## src/rtl/counter_bcd_ctrl_if.sv

```systemverilog
// Button, clear and display-digit signals shared between the score sequencer and its user.
// The master drives the button and clear; the slave (the sequencer) drives the rest.
interface counter_bcd_ctrl_if;
    logic       nPBTON;
    logic       clr;
    logic [9:0] count;
    logic [3:0] units;
    logic [3:0] tens;
    logic [3:0] hundreds;
    logic       digits_valid;
    logic       busy;
    logic       inc_pulse;

    modport master (
        output nPBTON, clr,
        input  count, units, tens, hundreds, digits_valid, busy, inc_pulse
    );

    modport slave (
        input  nPBTON, clr,
        output count, units, tens, hundreds, digits_valid, busy, inc_pulse
    );
endinterface

```

## src/rtl/counter_bcd_ctrl.sv

```systemverilog
// Score counter sequencer: button conditioning with auto-repeat, a 0..MAX_COUNT wrap counter,
// and an iterative double-dabble converter that publishes BCD digits atomically.
module counter_bcd_ctrl #(
    parameter int unsigned FPGAFREQ         = 50_000_000,
    parameter int unsigned DEBOUNCE_CYC     = FPGAFREQ / 100,
    parameter int unsigned REPEAT_DELAY_CYC = FPGAFREQ / 2,
    parameter int unsigned REPEAT_RATE_CYC  = FPGAFREQ / 10,
    parameter int unsigned MAX_COUNT        = 999
) (
    input  logic                CLK,
    input  logic                nRST,
    counter_bcd_ctrl_if.slave   bus
);

    localparam int unsigned DbW    = $clog2(DEBOUNCE_CYC + 1);
    localparam int unsigned TmrMax = (REPEAT_DELAY_CYC > REPEAT_RATE_CYC) ?
                                     REPEAT_DELAY_CYC : REPEAT_RATE_CYC;
    localparam int unsigned TmW    = $clog2(TmrMax + 1);

    typedef enum logic [1:0] {BtnIdle, BtnHold, BtnRepeat} btn_state_e;
    typedef enum logic [1:0] {CIdle, CLoad, CShift, CDone} conv_state_e;

    logic [1:0]     sync_q;
    logic           press_raw;
    logic           db_q, db_d;
    logic [DbW-1:0] db_cnt_q, db_cnt_d;
    btn_state_e     btn_q, btn_d;
    logic [TmW-1:0] tmr_q, tmr_d;
    logic           inc;
    logic [9:0]     count_q, count_d;
    logic           upd;
    conv_state_e    conv_q, conv_d;
    logic [9:0]     sh_q, sh_d;
    logic [11:0]    bcd_q, bcd_d, bcd_adj;
    logic [3:0]     iter_q, iter_d;
    logic [11:0]    dig_q, dig_d;
    logic           dv_q, dv_d;
    logic           pend_q, pend_d;
    logic           latch;

    assign press_raw = ~sync_q[1];

    // Level only flips after DEBOUNCE_CYC consecutive samples disagreeing with it.
    always_comb begin
        db_d     = db_q;
        db_cnt_d = '0;
        if (press_raw != db_q) begin
            if (db_cnt_q == DbW'(DEBOUNCE_CYC - 1)) begin
                db_d = ~db_q;
            end else begin
                db_cnt_d = db_cnt_q + 1'b1;
            end
        end
    end

    always_comb begin
        btn_d = btn_q;
        tmr_d = tmr_q;
        inc   = 1'b0;
        case (btn_q)
            BtnIdle: begin
                if (db_q) begin
                    inc   = 1'b1;
                    btn_d = BtnHold;
                    tmr_d = '0;
                end
            end
            BtnHold: begin
                if (!db_q) begin
                    btn_d = BtnIdle;
                end else if (tmr_q == TmW'(REPEAT_DELAY_CYC - 1)) begin
                    inc   = 1'b1;
                    btn_d = BtnRepeat;
                    tmr_d = '0;
                end else begin
                    tmr_d = tmr_q + 1'b1;
                end
            end
            BtnRepeat: begin
                if (!db_q) begin
                    btn_d = BtnIdle;
                end else if (tmr_q == TmW'(REPEAT_RATE_CYC - 1)) begin
                    inc   = 1'b1;
                    tmr_d = '0;
                end else begin
                    tmr_d = tmr_q + 1'b1;
                end
            end
            default: btn_d = BtnIdle;
        endcase
    end

    always_comb begin
        upd     = bus.clr | inc;
        count_d = count_q;
        if (bus.clr) begin
            count_d = '0;
        end else if (inc) begin
            count_d = (count_q == 10'(MAX_COUNT)) ? 10'd0 : count_q + 10'd1;
        end
    end

    always_comb begin
        bcd_adj = bcd_q;
        for (int i = 0; i < 3; i++) begin
            if (bcd_q[4*i +: 4] >= 4'd5) begin
                bcd_adj[4*i +: 4] = bcd_q[4*i +: 4] + 4'd3;
            end
        end
    end

    always_comb begin
        conv_d = conv_q;
        sh_d   = sh_q;
        bcd_d  = bcd_q;
        iter_d = iter_q;
        dig_d  = dig_q;
        dv_d   = 1'b0;
        latch  = 1'b0;
        case (conv_q)
            CIdle: begin
                if (pend_q) latch = 1'b1;
            end
            CLoad: begin
                {bcd_d, sh_d} = {bcd_adj[10:0], sh_q, 1'b0};
                iter_d        = 4'd1;
                conv_d        = CShift;
            end
            CShift: begin
                {bcd_d, sh_d} = {bcd_adj[10:0], sh_q, 1'b0};
                iter_d        = iter_q + 4'd1;
                if (iter_q == 4'd9) conv_d = CDone;
            end
            CDone: begin
                dig_d = bcd_q;
                dv_d  = 1'b1;
                if (pend_q) begin
                    latch = 1'b1;
                end else begin
                    conv_d = CIdle;
                end
            end
            default: conv_d = CIdle;
        endcase
        if (latch) begin
            conv_d = CLoad;
            sh_d   = count_q;
            bcd_d  = '0;
            iter_d = '0;
        end
        // An update on the latching edge is not captured, so it must keep pend set.
        pend_d = upd | (pend_q & ~latch);
    end

    always_ff @(posedge CLK or negedge nRST) begin
        if (!nRST) begin
            sync_q   <= 2'b11;
            db_q     <= 1'b0;
            db_cnt_q <= '0;
            btn_q    <= BtnIdle;
            tmr_q    <= '0;
            count_q  <= '0;
            conv_q   <= CIdle;
            sh_q     <= '0;
            bcd_q    <= '0;
            iter_q   <= '0;
            dig_q    <= '0;
            dv_q     <= 1'b0;
            pend_q   <= 1'b0;
        end else begin
            sync_q   <= {sync_q[0], bus.nPBTON};
            db_q     <= db_d;
            db_cnt_q <= db_cnt_d;
            btn_q    <= btn_d;
            tmr_q    <= tmr_d;
            count_q  <= count_d;
            conv_q   <= conv_d;
            sh_q     <= sh_d;
            bcd_q    <= bcd_d;
            iter_q   <= iter_d;
            dig_q    <= dig_d;
            dv_q     <= dv_d;
            pend_q   <= pend_d;
        end
    end

    assign bus.count        = count_q;
    assign bus.units        = dig_q[3:0];
    assign bus.tens         = dig_q[7:4];
    assign bus.hundreds     = dig_q[11:8];
    assign bus.digits_valid = dv_q;
    assign bus.busy         = (conv_q != CIdle);
    assign bus.inc_pulse    = inc;

endmodule

```

## src/flat_wrapper.sv

```systemverilog
// flat-port wrapper written by rule: the top's interface ports become plain ports
module counter_bcd_ctrl_flat 
#(
    parameter int unsigned FPGAFREQ         = 50_000_000,
    parameter int unsigned DEBOUNCE_CYC     = FPGAFREQ / 100,
    parameter int unsigned REPEAT_DELAY_CYC = FPGAFREQ / 2,
    parameter int unsigned REPEAT_RATE_CYC  = FPGAFREQ / 10,
    parameter int unsigned MAX_COUNT        = 999
)
  (CLK, nRST, bus_nPBTON, bus_clr, bus_count, bus_units, bus_tens, bus_hundreds, bus_digits_valid, bus_busy, bus_inc_pulse);
  counter_bcd_ctrl_if bus_i ();
  input  logic CLK;
  input  logic nRST;
  input wire logic [$bits(bus_i.nPBTON)-1:0] bus_nPBTON;
  input wire logic [$bits(bus_i.clr)-1:0] bus_clr;
  output wire logic [$bits(bus_i.count)-1:0] bus_count;
  output wire logic [$bits(bus_i.units)-1:0] bus_units;
  output wire logic [$bits(bus_i.tens)-1:0] bus_tens;
  output wire logic [$bits(bus_i.hundreds)-1:0] bus_hundreds;
  output wire logic [$bits(bus_i.digits_valid)-1:0] bus_digits_valid;
  output wire logic [$bits(bus_i.busy)-1:0] bus_busy;
  output wire logic [$bits(bus_i.inc_pulse)-1:0] bus_inc_pulse;
  assign bus_i.nPBTON = bus_nPBTON;
  assign bus_i.clr = bus_clr;
  assign bus_count = bus_i.count;
  assign bus_units = bus_i.units;
  assign bus_tens = bus_i.tens;
  assign bus_hundreds = bus_i.hundreds;
  assign bus_digits_valid = bus_i.digits_valid;
  assign bus_busy = bus_i.busy;
  assign bus_inc_pulse = bus_i.inc_pulse;
  counter_bcd_ctrl #(.FPGAFREQ(FPGAFREQ), .DEBOUNCE_CYC(DEBOUNCE_CYC), .REPEAT_DELAY_CYC(REPEAT_DELAY_CYC), .REPEAT_RATE_CYC(REPEAT_RATE_CYC), .MAX_COUNT(MAX_COUNT)) u_core (.CLK(CLK), .nRST(nRST), .bus(bus_i));
endmodule
```

## config.mk

```make
export PLATFORM = sky130hd
export DESIGN_NAME = counter_bcd_ctrl_flat
export DESIGN_NICKNAME = d
export VERILOG_FILES = /design/src/rtl/counter_bcd_ctrl_if.sv /design/src/rtl/counter_bcd_ctrl.sv /design/src/flat_wrapper.sv
export SDC_FILE = /design/constraint.sdc
export NUM_CORES = 1
export LEC_CHECK = 0
export ABC_AREA = 0
export BUFFER_PORTS_ARGS = -buffer_cell sky130_fd_sc_hd__buf_2
export CAP_MARGIN = 10
export CORE_UTILIZATION = 45
export CTS_BUF_LIST = sky130_fd_sc_hd__clkbuf_16
export DETAILED_ROUTE_END_ITERATION = 8
export PLACE_DENSITY_LB_ADDON = 0.25
export RECOVER_POWER = 50
export SLEW_MARGIN = 20
export SYNTH_ARGS = -nofsm -noshare
export SYNTH_HDL_FRONTEND = slang
export SYNTH_SLANG_ARGS = --single-unit
```

## constraint.sdc

```tcl
create_clock -name CLK -period 2.4 [get_ports CLK]
set_input_delay 0.72 -clock CLK [delete_from_list [all_inputs] [get_ports CLK]]
set_output_delay 0.72 -clock CLK [all_outputs]
set_load 0.005 [all_outputs]
```

# Word level (Yosys, flattened, before mapping)
# Cells that the tools add are included.
word_totals:
  reg_bits: 101
  elab_cells: 99
op_classes:
  n_eq_ne: 18
  n_addsub: 7
  order_cmp: 3
  n_reduce_logical: 14
  n_bitwise: 6
  n_mux: 38
op_table:
  columns: ["op", "n"]
  rows:
  - ["$mux 25", 5]
  - ["$pmux 25 s3", 1]
  - ["$mux 10", 5]
  - ["$mux 19", 2]
  - ["$add 25x1->25 const B", 1]
  - ["$eq 25x23->1 const B", 1]
  - ["$eq 25x25->1 const B", 1]
  - ["$mux 12", 2]
  - ["$add 19x1->19 const B", 1]
  - ["$eq 19x19->1 const B", 1]
  - ["$mux 2", 7]
  - ["$ge 4x3->1 const B", 3]
  - ["$mux 4", 3]
  - ["$pmux 2 s3", 2]
  - ["$add 10x1->10 const B", 1]
  - ["$eq 10x10->1 const B", 1]
  - ["$add 4x2->4 const B", 2]
  - ["$mux 1", 8]
  - ["$pmux 4 s2", 1]
  - ["$eq 2x2->1 const B", 3]
  - ["$ne 2x1->1 const B", 3]
  - ["$ne 3x3->1 const B", 2]
  - ["$reduce_and 3->1", 2]
  - ["$reduce_bool 2->1", 3]
  - ["18 further kinds", 25]

# Longest topological paths before layout
# Gate-level depths: netlist of run 1.
depth:
  word_depth: 6
  ltp_mapped: 8
  depth_no_buf: 7

# Least setup slack after synthesis of run 1
# Ideal clock, no wire load.
synth_timing:
  kind: "reg2out"
  start: "reg u_core.btn_q[0]"
  end: "out bus_inc_pulse"
  path_slack_ns: -0.162
  arrival_ns: 1.842
  required_ns: 1.680
  n_path_buf: 0
  path_stages_with_launch: 7
  path_cell_list: "dfrtp_1 inv_1 ha_1 or4_4 a2111oi_4 nor2_2 inv_1"
synth_between:
  elab_chain_cells: 2
  word_cells_on_any_way: 4
synth_lines:
  columns: ["item", "line_no", "rtl"]
  rows:
  - ["from (decl)", "counter_bcd_ctrl.sv:27", "btn_state_e btn_q, btn_d;"]
  - ["from (signal assigned)", "counter_bcd_ctrl.sv:160", "btn_q <= BtnIdle;"]
  - ["from (signal assigned)", "counter_bcd_ctrl.sv:174", "btn_q <= btn_d;"]
  - ["$eq 2x2->1, or another cell as far along", "counter_bcd_ctrl.sv:60", "case (btn_q)"]
  - ["$pmux 1 s3 (*)", "counter_bcd_ctrl.sv:60", null]
  - ["to (decl)", "flat_wrapper.sv:22", "output wire logic [$bits(bus_i.inc_pulse)-1:0] bus_inc_pulse;"]
# Mark *: on every way between the ends. The rest lies on a longest branch, timed or not.

# Worst setup path in the final report of run 1
layout_timing:
  start: "reg u_core.btn_q[1]"
  end: "out bus_inc_pulse"
# Same word-level chain as after synthesis.

==> qor.csv, run 1 <==
metric;value;unit
busiest_layer;met2;
cp-startpoint;u_core.btn_q[1];
synth_area_leaders;dfrtp_1, nand2_1, ha_1;
drtIter0Drc;272;
drt-total-wl;12100;microns
vias_per_cell;5.70;
drv_cap;0;
arrival;2120;ps
regToRegSetupSlack;50;ps
ant_nets;0;
grt-ovfl-total;0;
synth-async-reset-ratio;100;%
ys_seq_elements;101;
fin_skew;4.19;ps
post-dp-hpwl;8370;microns
synth_edf_count;0;
ys_types;66;
cts_tree;yes;
hold_ws;367;ps
use_met3;3.56;%
end_kind;output pin;
dieWidth;112;microns
core_area;11700;sq um
worstSetupStartpointType;flip-flop;
drc_errors;1;
io_buffer_count;28;
grt_usage;20.6;%
clk_transition_reported_paths;70;ps
cts-root-buf;clkbuf_16;
slew_violations;0;
cts_htree_levels;3;
path_max_fanout;2;
grt_max_degree;102;
grt.met1_usage;26.6;%
grt_pass1_wl;21000;microns
first_pass_iters;9;
min_path_cells;0;
ir_drop;0.000373;V
vias;4443;
violations;design-rule violations, negative setup slack;
area_growth;17.6;%
r2r_start;u_core.btn_q[1];
min_to;u_core.sync_q[1];
ys.warnings.count;0;
synth_cells;567;
fin_ws;-438;ps
min_path_type;flip-flop to flip-flop;
synth_top_area_cell;dfrtp_1;
synth_seq_area_share;46.2;%
syn_avg_cell_area;9.66;sq um
n_antenna_cell;0;
fin_area;6440;sq um
required;1680;ps
status;finished with violations;
grt_use_met2;34.7;%
first_global_vias;4530;
cellPowerDensity;645;nW/um^2
synth_area;5480;sq um
cts_made_buffers;9;
fin_nets;655;
maxSlewHeadroom;7.61;%
placed_area;6070;sq um
layout_min_cycle_time;2840;ps
die_h;112;microns
worstHoldStart;u_core.sync_q[0];
worst_pin_slew;1390;ps
cts_sinks;101;
die-area;12600;sq um
clockBufferDepth;2;
r2r_cells;8;
synth_fp_nets;591;
hold_viol;0;
antenna_found_initial;0;
routabilityCongestion;0.884;
finalCritPeriodShare;118;%
synth_top_area_share;45.2;%
crit_type;flip-flop to output pin;
row_count;39;
wire_per_inst;15.5;microns
synthFlopType;dfrtp_1;
rsz0062_at_grt;true;
fmax;352;MHz
floorplan.initialDensity;47.0;%
leakage;2.88;nW
setup-violations-final;1;
boundaryPins;29;
clock_latency;340;ps
r2r-end;u_core.tmr_q[21];
layout-drive-gt1-share;20.4;%
==> per-layer routing <==
metal	vias to the layer above	part of all wire, %
met5	-	0
met4	0	1.4
met3	17	3.6
met2	94	49
met1	2162	46
li1	2170	-
==> critical path, cell delays in order (launching register included) <==
cell and delay, ps:
dfrtp_1 430, ha_4 180, or4_4 550, a2111oi_4 350, nor2_2 70, inv_1 80
buf_2 110
==> stage by stage <==
stage / instances / util [%] / power (W) / setup TNS, ps / worst slack [ps]
2_1_floorplan: 567 / - / 0.00239 / -126 / -126
3_3_place_gp: 761 / 52.0 / 0.00260 / -126 / -126
3_5_place_dp: 761 / 52.0 / 0.00263 / -154 / -139
4_1_cts: 778 / 55.0 / 0.00421 / -429 / -429
5_1_grt: 779 / 55.2 / 0.00437 / -621 / -546
6_report: 779 / 55.2 / 0.00415 / -438 / -438
==> cells by family (layout without fill, tap and decap cells) <==
family	after synthesis	count (layout)	synth area share, %
fa+ha+maj	20	20	4.57
simple gates	221	221	20.3
flops	101	101	46.2
buf+inv	53	122	3.88
compound gates	114	114	14.9
mux	25	25	4.89
xor+xnor	33	33	5.28
==> power by group <==
group	total (W)	internal, W	switching (W)
clock network	0.00157	0.000921	0.000646
registers	0.00183	0.00176	0.0000644
logic	0.000756	0.000253	0.000502
total	0.00415	0.00294	0.00121
==> how the worst max path moves through the flow <==
stage                          to  slack [ps]  cells past startpoint
finish              bus_inc_pulse        -440                      6
global route        bus_inc_pulse        -550                      6
global placement    bus_inc_pulse        -130                      6
CTS                 bus_inc_pulse        -430                      6
detailed placement  bus_inc_pulse        -140                      6
floorplan           bus_inc_pulse        -130                      5
==> what timing repair did <==
| action | in CTS | in global routing |
|---|---|---|
| hold buffers | 0 | 0 |
| pin swaps | 5 | 1 |
| resized for setup | 2 | 9 |
| endpoints found under the setup margin | 4 | 11 |
| hold endpoints to repair | 0 | 0 |
| gates cloned | 0 | 0 |
| setup buffers | 1 | 1 |
==> synthesized netlist by cell type, drive strengths merged (13+ instances only) <==
master / count
ha: 20
dfrtp: 99
a21oi: 22
xnor2: 20
xor2: 13
mux2: 14
o21ai: 30
nand3: 26
inv: 30
nor2: 46
nand2: 69
nand4: 13
clkbuf: 16
==> cell usage in the layout, fill, tap and decap left out, drive strengths merged, types with 5 or more instances in the layout <==
cell type / instances
a21oi: 22
a22o: 11
and3: 8
buf: 73
clkbuf: 12
dfrtp: 99
ha: 20
inv: 33
mux2: 14
mux2i: 11
nand2: 69
nand3: 26
nand4: 13
nor2: 46
nor2b: 5
nor3: 10
nor4: 10
o2111ai: 8
o211ai: 10
o21ai: 30
o221ai: 5
o32ai: 5
or3: 8
xnor2: 20
xor2: 13
==> registers in the layout, indices dropped and copies added (netlist names), 2 cells and up <==
signal and count:
u_core.tmr_q 25, u_core.db_cnt_q 19, u_core.bcd_q 12, u_core.dig_q 12
u_core.bus.count 10, u_core.sh_q 10, u_core.iter_q 4, u_core.btn_q 2
u_core.conv_q 2, u_core.sync_q 2
==> area by class of cell <==
| cell class | instances | area (sq um) |
|---|---|---|
| fillers | 1027 | 5220 |
| repair buffers | 76 | 503 |
| well taps | 143 | 179 |
| inverters | 30 | 113 |
| flip-flops and latches | 101 | 2530 |
| clock buffers | 9 | 225 |
| clock inverters | 7 | 97.6 |
| multi-input cells | 413 | 2790 |
No activity file was read; power rests on OpenSTA's default activity.
==> run 2, diff against run 1 <==
==> constraint.sdc (replaced) <==
create_clock -name CLK -period 2.4 [get_ports CLK]
set_input_delay 0.72 -clock CLK [delete_from_list [all_inputs] [get_ports CLK]]
set_output_delay 0.72 -clock CLK [all_outputs]
set_load 0.02 [all_outputs]
==> qor.csv, run 2 (synthesized netlist as in run 1, its figures left out) <==
metric;value;unit
arrival;2130;ps
ir_drop;0.000408;V
cts-root-buf;clkbuf_16;
reg.largest.list;u_core.tmr_q x25, u_core.db_cnt_q x19;
fin_nets;653;
dieWidth;112;microns
worst_pin_slew;1370;ps
grt_max_degree;102;
placed_area;6050;sq um
area_growth;17.4;%
grt-ovfl-total;0;
largest_reg_flops;25;
clock_latency;350;ps
slowest_delay;550;ps
pwr-share-seq;44.0;%
die-area;12600;sq um
violations;design-rule violations, negative setup slack;
finalCritPeriodShare;119;%
layout_min_cycle_time;2850;ps
row_count;39;
hold_buffers;0;
worstSetupStartpointType;flip-flop;
required;1680;ps
fin_ws;-452;ps
crit_path_cell_trace;ha_4 > or4_4 > a2111oi_4 > nor2_2 > inv_2 > buf_6;
use_met3;4.10;%
die_h;112;microns
core_area;11700;sq um
cts_sinks;101;
crit_type;flip-flop to output pin;
cellPowerDensity;646;nW/um^2
status;finished with violations;
vias;4428;
rsz0062_at_grt;true;
cp-startpoint;u_core.btn_q[1];
post-dp-hpwl;8110;microns
grt_pass1_wl;20400;microns
cts_htree_levels;3;
crit_buf_inv;2;
ant_nets;0;
layout_common_cells;dfrtp_1, nand2_1, nor2_1;
first_global_vias;4340;
vias_per_cell;5.70;
fmax;351;MHz
clockPowerShare;38.1;%
drt-total-wl;11700;microns
cts_made_buffers;9;
path_max_fanout;2;
r2r_start;u_core.btn_q[1];
p_comb_share;17.9;%
worstHoldStart;u_core.sync_q[0];
grt_usage;20.2;%
fin_skew;7.87;ps
final_common_cell;dfrtp_1;
internal_power;0.00292;W
maxSlewHeadroom;8.66;%
clk_transition_reported_paths;70;ps
clockBufferDepth;2;
cts_tree;yes;
n_antenna_cell;0;
fin_area;6430;sq um
routabilityCongestion;0.847;
setup-violations-final;1;
cp_slowest_cell;or4_4;
slew_violations;0;
drc_errors;5;
layout-drive-gt1-share;19.1;%
swShare;29.7;%
end_kind;output pin;
leakage;2.85;nW
regMostFlops;u_core.tmr_q;
drv_cap;0;
wire_per_inst;15.1;microns
antenna_found_initial;0;
boundaryPins;29;
drtIter0Drc;328;
grt_use_met2;32.5;%
first_pass_iters;7;
hold_viol;0;
busiest_layer;met2;
final.setup.tns;-452;ps
floorplan.initialDensity;47.0;%
p_sw;0.00123;W
path_delay_family;simple AND/OR/NAND/NOR gates;
grt.met1_usage;27.0;%
min_path_type;flip-flop to flip-flop;
io_buffer_count;28;
run 2: power groups by stage:
stage               logic (W)  clock network (W)  registers (W)
floorplan            0.000563                  0        0.00185
global placement     0.000734                  0        0.00186
detailed placement   0.000759                  0        0.00186
CTS                  0.000765            0.00162        0.00183
global route         0.000841            0.00169        0.00184
finish               0.000743            0.00158        0.00183
run 2: layer usage:
layer / vias up / wire length, microns
li1: 2158 / -
met1: 2172 / 5540
met2: 81 / 5540
met3: 17 / 416
met4: 0 / 203
met5: - / 0
run 2: metrics by stage:
| stage | worst slack (ps) | hold WS (ps) | util (%) | power, W | cells |
|---|---|---|---|---|---|
| 3_5_place_dp | -175 | 355 | 51.9 | 0.00262 | 758 |
| 6_report | -452 | 366 | 55.1 | 0.00416 | 777 |
| 3_3_place_gp | -163 | 354 | 51.9 | 0.00259 | 758 |
| 5_1_grt | -554 | 373 | 55.1 | 0.00437 | 777 |
| 4_1_cts | -444 | 365 | 54.9 | 0.00422 | 776 |
| 2_1_floorplan | -170 | 345 | - | 0.00241 | 567 |
run 2: area by class of cell:
cell class                      count  area (sq um)
Inverter                           30           115
Multi-Input combinational cell    413          2790
Tap cell                          143           179
Timing Repair Buffer               74           492
Clock buffer                        9           225
Sequential cell                   101          2530
Clock inverter                      7          97.6
Fill cell                        1052          5230
run 2: path summary, 6_finish.rpt:
kind | slack (ps) | cells past startpoint | end
max in group asynchronous | 730 | 2 | u_core.tmr_q[5]
max reg2reg | 100 | 8 | u_core.tmr_q[19]
min reg2reg | 370 | 0 | u_core.sync_q[1]
min | 370 | 0 | u_core.sync_q[1]
max | -450 | 6 | bus_inc_pulse
min in group asynchronous | 790 | 2 | u_core.bus.count[4]
run 2: repair_timing:
| item | in CTS | in global routing |
|---|---|---|
| gates cloned | 0 | 0 |
| endpoints found under the setup margin | 3 | 21 |
| setup buffers | 2 | 2 |
| pin swaps | 4 | 4 |
| gates resized for setup | 4 | 10 |
run 2: worst reg2reg max path: cells and delay by family, from the launching register on:
family                     cells  cell delay, ps
adders and majority gates      1             160
DFF                            1             410
buffers and inverters          2             190
AOI/OAI and AO/OA              2             390
and+or+nand+nor                3            1080
